**src/rtl/pipeline_hazard_controller.sv**
```systemverilog
// Hazard, freeze and flush sequencing for the 5-stage pipeline around the decode stage.
// RAW detection and freeze/flush outputs are combinational; the FSM only adds flush and wait state.
module pipeline_hazard_controller #(
    parameter int REG_ADDR_W   = 4,
    parameter int FLUSH_CYCLES = 1,
    parameter int MEM_TIMEOUT  = 255,
    parameter int CNT_W        = 16
) (
    input  logic                  clk,
    input  logic                  rst,
    input  logic [REG_ADDR_W-1:0] id_src1,
    input  logic [REG_ADDR_W-1:0] id_src2,
    input  logic                  id_two_src,
    input  logic [REG_ADDR_W-1:0] exe_dest,
    input  logic                  exe_wb_en,
    input  logic                  exe_mem_read,
    input  logic [REG_ADDR_W-1:0] mem_dest,
    input  logic                  mem_wb_en,
    input  logic                  forward_en,
    input  logic                  mem_req,
    input  logic                  mem_ready,
    input  logic                  branch_taken,
    input  logic                  cnt_clear,
    output logic                  hazard,
    output logic                  freeze_if,
    output logic                  freeze_pipe,
    output logic                  flush,
    output logic                  mem_timeout,
    output logic [CNT_W-1:0]      stall_cycles
);

    localparam int FLUSH_W = (FLUSH_CYCLES > 1) ? $clog2(FLUSH_CYCLES) : 1;
    localparam int WAIT_W  = $clog2(MEM_TIMEOUT + 1);
    localparam logic [FLUSH_W-1:0] FLUSH_LOAD = FLUSH_W'(FLUSH_CYCLES - 1);
    localparam logic [WAIT_W-1:0]  WAIT_MAX   = WAIT_W'(MEM_TIMEOUT);

    typedef enum logic [1:0] {
        RUN      = 2'd0,
        MEM_WAIT = 2'd1,
        FLUSH    = 2'd2
    } state_t;

    state_t             state, state_next;
    logic [FLUSH_W-1:0] flush_cnt, flush_cnt_next;
    logic [WAIT_W-1:0]  wait_cnt, wait_cnt_next;
    logic               raw_exe, raw_mem, raw;

    assign raw_exe = exe_wb_en & ((id_src1 == exe_dest) | (id_two_src & (id_src2 == exe_dest)));
    assign raw_mem = mem_wb_en & ((id_src1 == mem_dest) | (id_two_src & (id_src2 == mem_dest)));
    // With forwarding only a load in EXE cannot be bypassed in time.
    assign raw     = forward_en ? (raw_exe & exe_mem_read) : (raw_exe | raw_mem);

    assign freeze_pipe = mem_req & ~mem_ready;
    assign flush       = ~freeze_pipe & (branch_taken | (state == FLUSH));
    assign hazard      = ~freeze_pipe & ~flush & raw;
    assign freeze_if   = hazard;

    always_comb begin
        // NOTE: every output of this block gets a default first, so no path can infer a latch.
        state_next     = state;
        flush_cnt_next = flush_cnt;
        wait_cnt_next  = '0;
        if (freeze_pipe) begin
            // A freeze drops any remaining flush; the held EXE branch re-fires afterwards.
            state_next     = MEM_WAIT;
            flush_cnt_next = '0;
            wait_cnt_next  = (wait_cnt == WAIT_MAX) ? wait_cnt : wait_cnt + 1'b1;
        end else if (branch_taken && (FLUSH_CYCLES > 1)) begin
            state_next     = FLUSH;
            flush_cnt_next = FLUSH_LOAD;
        end else if ((state == FLUSH) && (flush_cnt > FLUSH_W'(1))) begin
            flush_cnt_next = flush_cnt - 1'b1;
        end else begin
            state_next     = RUN;
            flush_cnt_next = '0;
        end
    end

    always_ff @(posedge clk) begin
        // NOTE: sequential state uses non-blocking assignments so every register samples pre-edge values.
        if (rst) begin
            state        <= RUN;
            flush_cnt    <= '0;
            wait_cnt     <= '0;
            mem_timeout  <= 1'b0;
            stall_cycles <= '0;
        end else begin
            state     <= state_next;
            flush_cnt <= flush_cnt_next;
            wait_cnt  <= wait_cnt_next;
            if (freeze_pipe && (wait_cnt_next == WAIT_MAX)) begin
                mem_timeout <= 1'b1;
            end
            if (cnt_clear) begin
                stall_cycles <= '0;
            end else if ((freeze_pipe | hazard) && !(&stall_cycles)) begin
                stall_cycles <= stall_cycles + 1'b1;
            end
        end
    end

endmodule

```
**config.mk**
```make
export PLATFORM = sky130hd
export DESIGN_NAME = pipeline_hazard_controller
export DESIGN_NICKNAME = d
export VERILOG_FILES = /design/src/rtl/pipeline_hazard_controller.sv
export SDC_FILE = /design/constraint.sdc
export NUM_CORES = 1
export LEC_CHECK = 0
export CORE_MARGIN = 8
export CORE_UTILIZATION = 40
export CTS_BUF_LIST = sky130_fd_sc_hd__clkbuf_4 sky130_fd_sc_hd__clkbuf_8 sky130_fd_sc_hd__clkbuf_16
export DETAILED_ROUTE_END_ITERATION = 12
export PLACE_DENSITY = 0.69
export SYNTH_ARGS = -nofsm -noshare
export SYNTH_HDL_FRONTEND = slang
export SYNTH_SLANG_ARGS = --single-unit
export TNS_END_PERCENT = 1
```
**constraint.sdc**
```tcl
create_clock -name clk -period 4.51 [get_ports clk]
set_input_delay 0.451 -clock clk [delete_from_list [all_inputs] [get_ports clk]]
set_output_delay 0.451 -clock clk [all_outputs]
set_load 0.03 [all_outputs]
```
**Yosys cells after proc, flatten, opt, wreduce, memory -nomap -nowiden**

Index checks and enable logic that the tools add are counted.

- Bits in read-only memories: 0
- Latch bits: 0
- Memories: 0
- Register bits after elaboration: 25
- RAM bits: 0
- Word-level logic and storage cells: 35
- Output and inout port bits: 21

- Reduce and logical (&&, ||, !) cells: 5
- Muxes and demuxes: 3
- Bitwise operators: 16
- Shift-type cells: 0
- Equal/unequal tests: 6
- Add/subtract/negate cells: 2
- $lt $le $gt $ge: 0
- Multipliers: 0
- Div/mod/pow operators: 0

Operator list:

| kind | count |
|---|---|
| $add 16x1->16 const B | 1 |
| $eq 4x4->1 | 4 |
| $eq 8x8->1 const B | 2 |
| $mux 8 | 2 |
| $reduce_and 16->1 | 1 |
| $and 1x1->1 | 9 |
| $add 8x1->8 const B | 1 |
| $or 1x1->1 | 4 |
| $not 1->1 | 3 |
| $logic_and 1x1->1 | 2 |
| $reduce_or 2->1 | 1 |
| $logic_not 1->1 | 1 |
| $mux 1 | 1 |

**Logic depth before layout (Yosys ltp)**

- Depth after elaboration: 9
- Depth in mapped cells: 7
- Gate-level depth less buffers: 7

**Worst setup path before layout**

OpenSTA, ideal clock, no wires.

- Path kind: input-to-output
- From: input port id_src2[3]
- To: output port hazard
- Arrival: 1.968 ns
- Stages on the path: 7
- Slack: 2.091 ns
- Data required time: 4.059 ns
- Path buffers: 2
- Cells stage by stage: xnor2_1 -> nand3_1 -> o32ai_2 -> o21bai_2 -> buf_6 -> nor2_1 -> buf_4

- Word-level cells in the longest chain between the ends: 7
- Elaborated cells between the ends (all ways): 12
- Classes of those cells: 2 x eq/ne; 1 x mux; 9 x bitwise

Ends and longest elaborated chain:

| item | RTL line | source |
|---|---|---|
| start, declared | 12 | `input logic [REG_ADDR_W-1:0] id_src2,` |
| $eq 4x4->1 (on tied branches) | 48, 49 |  |
| $and 1x1->1 (on tied branches) | 48, 49 |  |
| $or 1x1->1 (on tied branches) | 48, 49 |  |
| $and 1x1->1 (on tied branches) | 48, 49 |  |
| $or 1x1->1 or $and 1x1->1 (tied branches) | 51 | `assign raw = forward_en ? (raw_exe & exe_mem_read) : (raw_exe \| raw_mem);` |
| $mux 1 (*) | 51 |  |
| $and 1x1->1 (*) | 55 | `assign hazard = ~freeze_pipe & ~flush & raw;` |
| end, declared | 24 | `output logic hazard,` |

Mark *: on every way between the ends. The rest lies on a longest branch, timed or not.

**Final worst setup path**

- From: input port id_src2[0]
- To: output port hazard

The elaborated chain is that of the path after synthesis.

==> flow_summary.toml <==
[synth]
synth_seq_cells = 25
synth.net_count = 230
synth.top_cell.area_share_pct = 29.8
yosysWarningCount = 0
adder_cell_area_share_of_the_yosys_netlist_pct = 1.49
post_synth.cell_area_avg_um2 = 8.36
largest_family_of_logic_cells_by_synthesized_area = "simple AND/OR/NAND/NOR gates"
fraction_of_the_mapped_netlist_area_in_compound_gates_pct = 19.8
yosysTopAreaCell = "sky130_fd_sc_hd__dfxtp_1"
synthSimpleGateAreaFrac_pct = 26.1
synth_enable_flop_cells = 0
yosys.area_share.xor_xnor_pct = 9.38
synthesis.instances = 201
synth_flop_cell = "sky130_fd_sc_hd__dfxtp_1"
ys_async_sr_fraction_pct = 0
synth.distinct_cells = 46
area_of_the_mapped_netlist_mm2 = 0.00168
seq_area_frac_synth_pct = 29.8
netlist_top_cells_area = "sky130_fd_sc_hd__dfxtp_1, sky130_fd_sc_hd__xnor2_1, sky130_fd_sc_hd__mux2i_1, sky130_fd_sc_hd__nand2_1, sky130_fd_sc_hd__or3_1"
yosys-mux-area-fraction_pct = 8.41

[route]
drc_errors = 0
first_pass_iters = 4
totalWireLength_um = 4390
dr_total_vias = 1621
drt-wirelength-per-cell_um = 15.0
postRouteAntennaNets = 0
initialDrtViolationCount = 109
vias_per_cell = 5.55

[pwr]
power-per-cell-area_mw_per_mm2 = 198
worst_ir_drop_vdd_mv = 0.106
p_leak_nw = 0.709
post-layout-total-power_uw = 436

[worst_hold_path]
hold-path-cell-count = 2
hp-class = "reg -> reg"

[cts]
post_cts_setup_repair_bufs = 0
cts_inserted_buffers = 3
root_buffer_master = "sky130_fd_sc_hd__clkbuf_8"
clk_pin_slew_ps = 90
cts-root-to-sink-buffers = 2
clock_latency_ps = 270
cts.sink_count = 25
ctsResizeCount = 0
cts_hold_buffers = 0
cts_tree = "built"
htree_levels = 1

[finish]
drive_gt1_share_pct = 7.44
diodes = 0
nNetsFinal = 272
final_cell_count_no_fill = 292
layout-area-overhead-vs-synth_pct = 31.0
nFillCells = 393

[floorplan]
fp.dieH_um = 80.8
io_pins = 48
floorplan.initialDensity_pct = 41.7
core_region_area_mm2 = 0.00403
chipWidth_um = 80.8
design.die.area_mm2 = 0.00653
rows = 23

[job]
max_cap_viol_count = 0

[timing]
min_clock_period_post_route_ps = 3150
tns_ps = 0
report.final.hold_viol_count = 0
slew_headroom_pct = 34.8
post-route-worst-setup-slack_ps = 1360
rsz0062_at_grt = "false"
slew_worst_pin_ps = 974
final-setup-viol-count = 0
hold_ws_ps = 466
final_min_period_over_clock_period_pct = 69.8
final_max_slew_viol_count = 0
fin_worst_skew_ps = 5.61
top_achievable_clock_speed_ghz = 0.318

[grt]
antenna_found_initial = 0
grt_max_degree = 18
grt_pass1_vias = 1521
grt_overflow = 0
grtUsageTotal_pct = 13.9
grt_pass1_wl_um = 7450

[placement]
gpl.final_weighted_congestion = 0.843
detailedPlacementHpwl_um = 3440
dpl.cell_count = 288
minimum_setup_slack_after_placement_ps = 1340
port_buffers = 47

[worst_setup_path]
cp-startpoint = "id_src2[0]"
worstReg2RegStart = "stall_cycles[0]"
criticalPathCategory = "in -> out"
reg2reg_slack_ps = 2470
worst_setup_path_end_kind = "output port"
critical_path_peak_fanout = 13
critical_path_required_ps = 4060
cp_data_arrival_time_ps = 2700
reg2reg_to = "stall_cycles[8]"
worstSetupStartpointType = "input port"
rr_worst_depth = 6
setup.worst_path.end = "hazard"

[status]
status = "complete, no violations"
## cells by family (layout without fill, tap and decap cells)
logic type | after synthesis | count (layout)
compound gates | 41 | 41
xor+xnor | 18 | 18
fa+ha+maj | 2 | 2
buf+inv | 16 | 57
flops | 25 | 25
mux | 14 | 14
simple gates | 85 | 85
## state kept, by name (all words and copies together) (netlist names)
signal / cells
stall_cycles: 16
wait_cnt: 8
mem_timeout: 1
## synth_stat cells, types with 4 or more instances
| cell | count |
|---|---|
| sky130_fd_sc_hd__nand3_1 | 12 |
| sky130_fd_sc_hd__a211oi_2 | 5 |
| sky130_fd_sc_hd__nor2_1 | 13 |
| sky130_fd_sc_hd__dfxtp_1 | 25 |
| sky130_fd_sc_hd__o21ai_0 | 4 |
| sky130_fd_sc_hd__o211ai_1 | 9 |
| sky130_fd_sc_hd__mux2i_1 | 13 |
| sky130_fd_sc_hd__xnor2_1 | 16 |
| sky130_fd_sc_hd__nand4_1 | 4 |
| sky130_fd_sc_hd__clkbuf_1 | 4 |
| sky130_fd_sc_hd__or3_1 | 11 |
| sky130_fd_sc_hd__and3_1 | 5 |
| sky130_fd_sc_hd__inv_1 | 6 |
| sky130_fd_sc_hd__nand2_1 | 24 |
| sky130_fd_sc_hd__a21oi_1 | 5 |
## worst max-delay path, cell delays in order
cell and delay, ps:
sky130_fd_sc_hd__clkdlybuf4s50_1 520, sky130_fd_sc_hd__xnor2_1 140, sky130_fd_sc_hd__nand3_1 120, sky130_fd_sc_hd__o32ai_2 310, sky130_fd_sc_hd__o21bai_2 260, sky130_fd_sc_hd__nor2_1 200
sky130_fd_sc_hd__clkdlybuf4s50_1 700
## worst min path at each step
stage | start | to | slack, ps
2_1_floorplan | wait_cnt[4] | wait_cnt[4] | 470
3_3_place_gp | mem_timeout | mem_timeout | 450
3_5_place_dp | mem_timeout | mem_timeout | 460
4_1_cts | mem_timeout | mem_timeout | 480
5_1_grt | mem_timeout | mem_timeout | 500
6_report | mem_timeout | mem_timeout | 470
## per-stage QoR
stage / util [%] / area (um2)
3_5_place_dp: 53.4 / 2150
3_3_place_gp: 53.4 / 2150
5_1_grt: 54.6 / 2200
6_report: 54.6 / 2200
4_1_cts: 54.6 / 2200
2_1_floorplan: - / 1680
## where the power goes
group	internal, mW	leakage [nW]	switching, mW
clock network	0.0627	0.0217	0.0754
logic	0.0406	0.486	0.0343
registers	0.221	0.202	0.00130
total	0.325	0.709	0.111
## routing by layer
| metal | routed length [um] | GRT usage, % |
|---|---|---|
| met1 | 2010 | 18.2 |
| met2 | 2090 | 22.9 |
| met3 | 245 | 2.32 |
| met4 | 44 | 3.75 |
| met5 | 0 | 0 |
## layout by cell type, fill, tap and decap left out, types with 6 or more instances in the layout
cell type / synthesis / final
sky130_fd_sc_hd__nor2_1: 13 / 13
sky130_fd_sc_hd__o211ai_1: 9 / 9
sky130_fd_sc_hd__clkdlybuf4s50_1: 0 / 47
sky130_fd_sc_hd__xnor2_1: 16 / 16
sky130_fd_sc_hd__inv_1: 6 / 6
sky130_fd_sc_hd__or3_1: 11 / 11
sky130_fd_sc_hd__mux2i_1: 13 / 13
sky130_fd_sc_hd__dfxtp_1: 25 / 25
sky130_fd_sc_hd__nand3_1: 12 / 12
sky130_fd_sc_hd__nand2_1: 24 / 24
## area by class of cell
type	instances	area, um2	share of cell area [%]
clock buffers	3	41.3	1.88
clock inverters	1	7.51	0.341
inverters	6	22.5	1.02
multi-input cells	160	1100	49.8
flip-flops and latches	25	500	22.7
well taps	50	62.6	2.84
repair buffers	47	470	21.4
(Power assumes the default switching activity.)
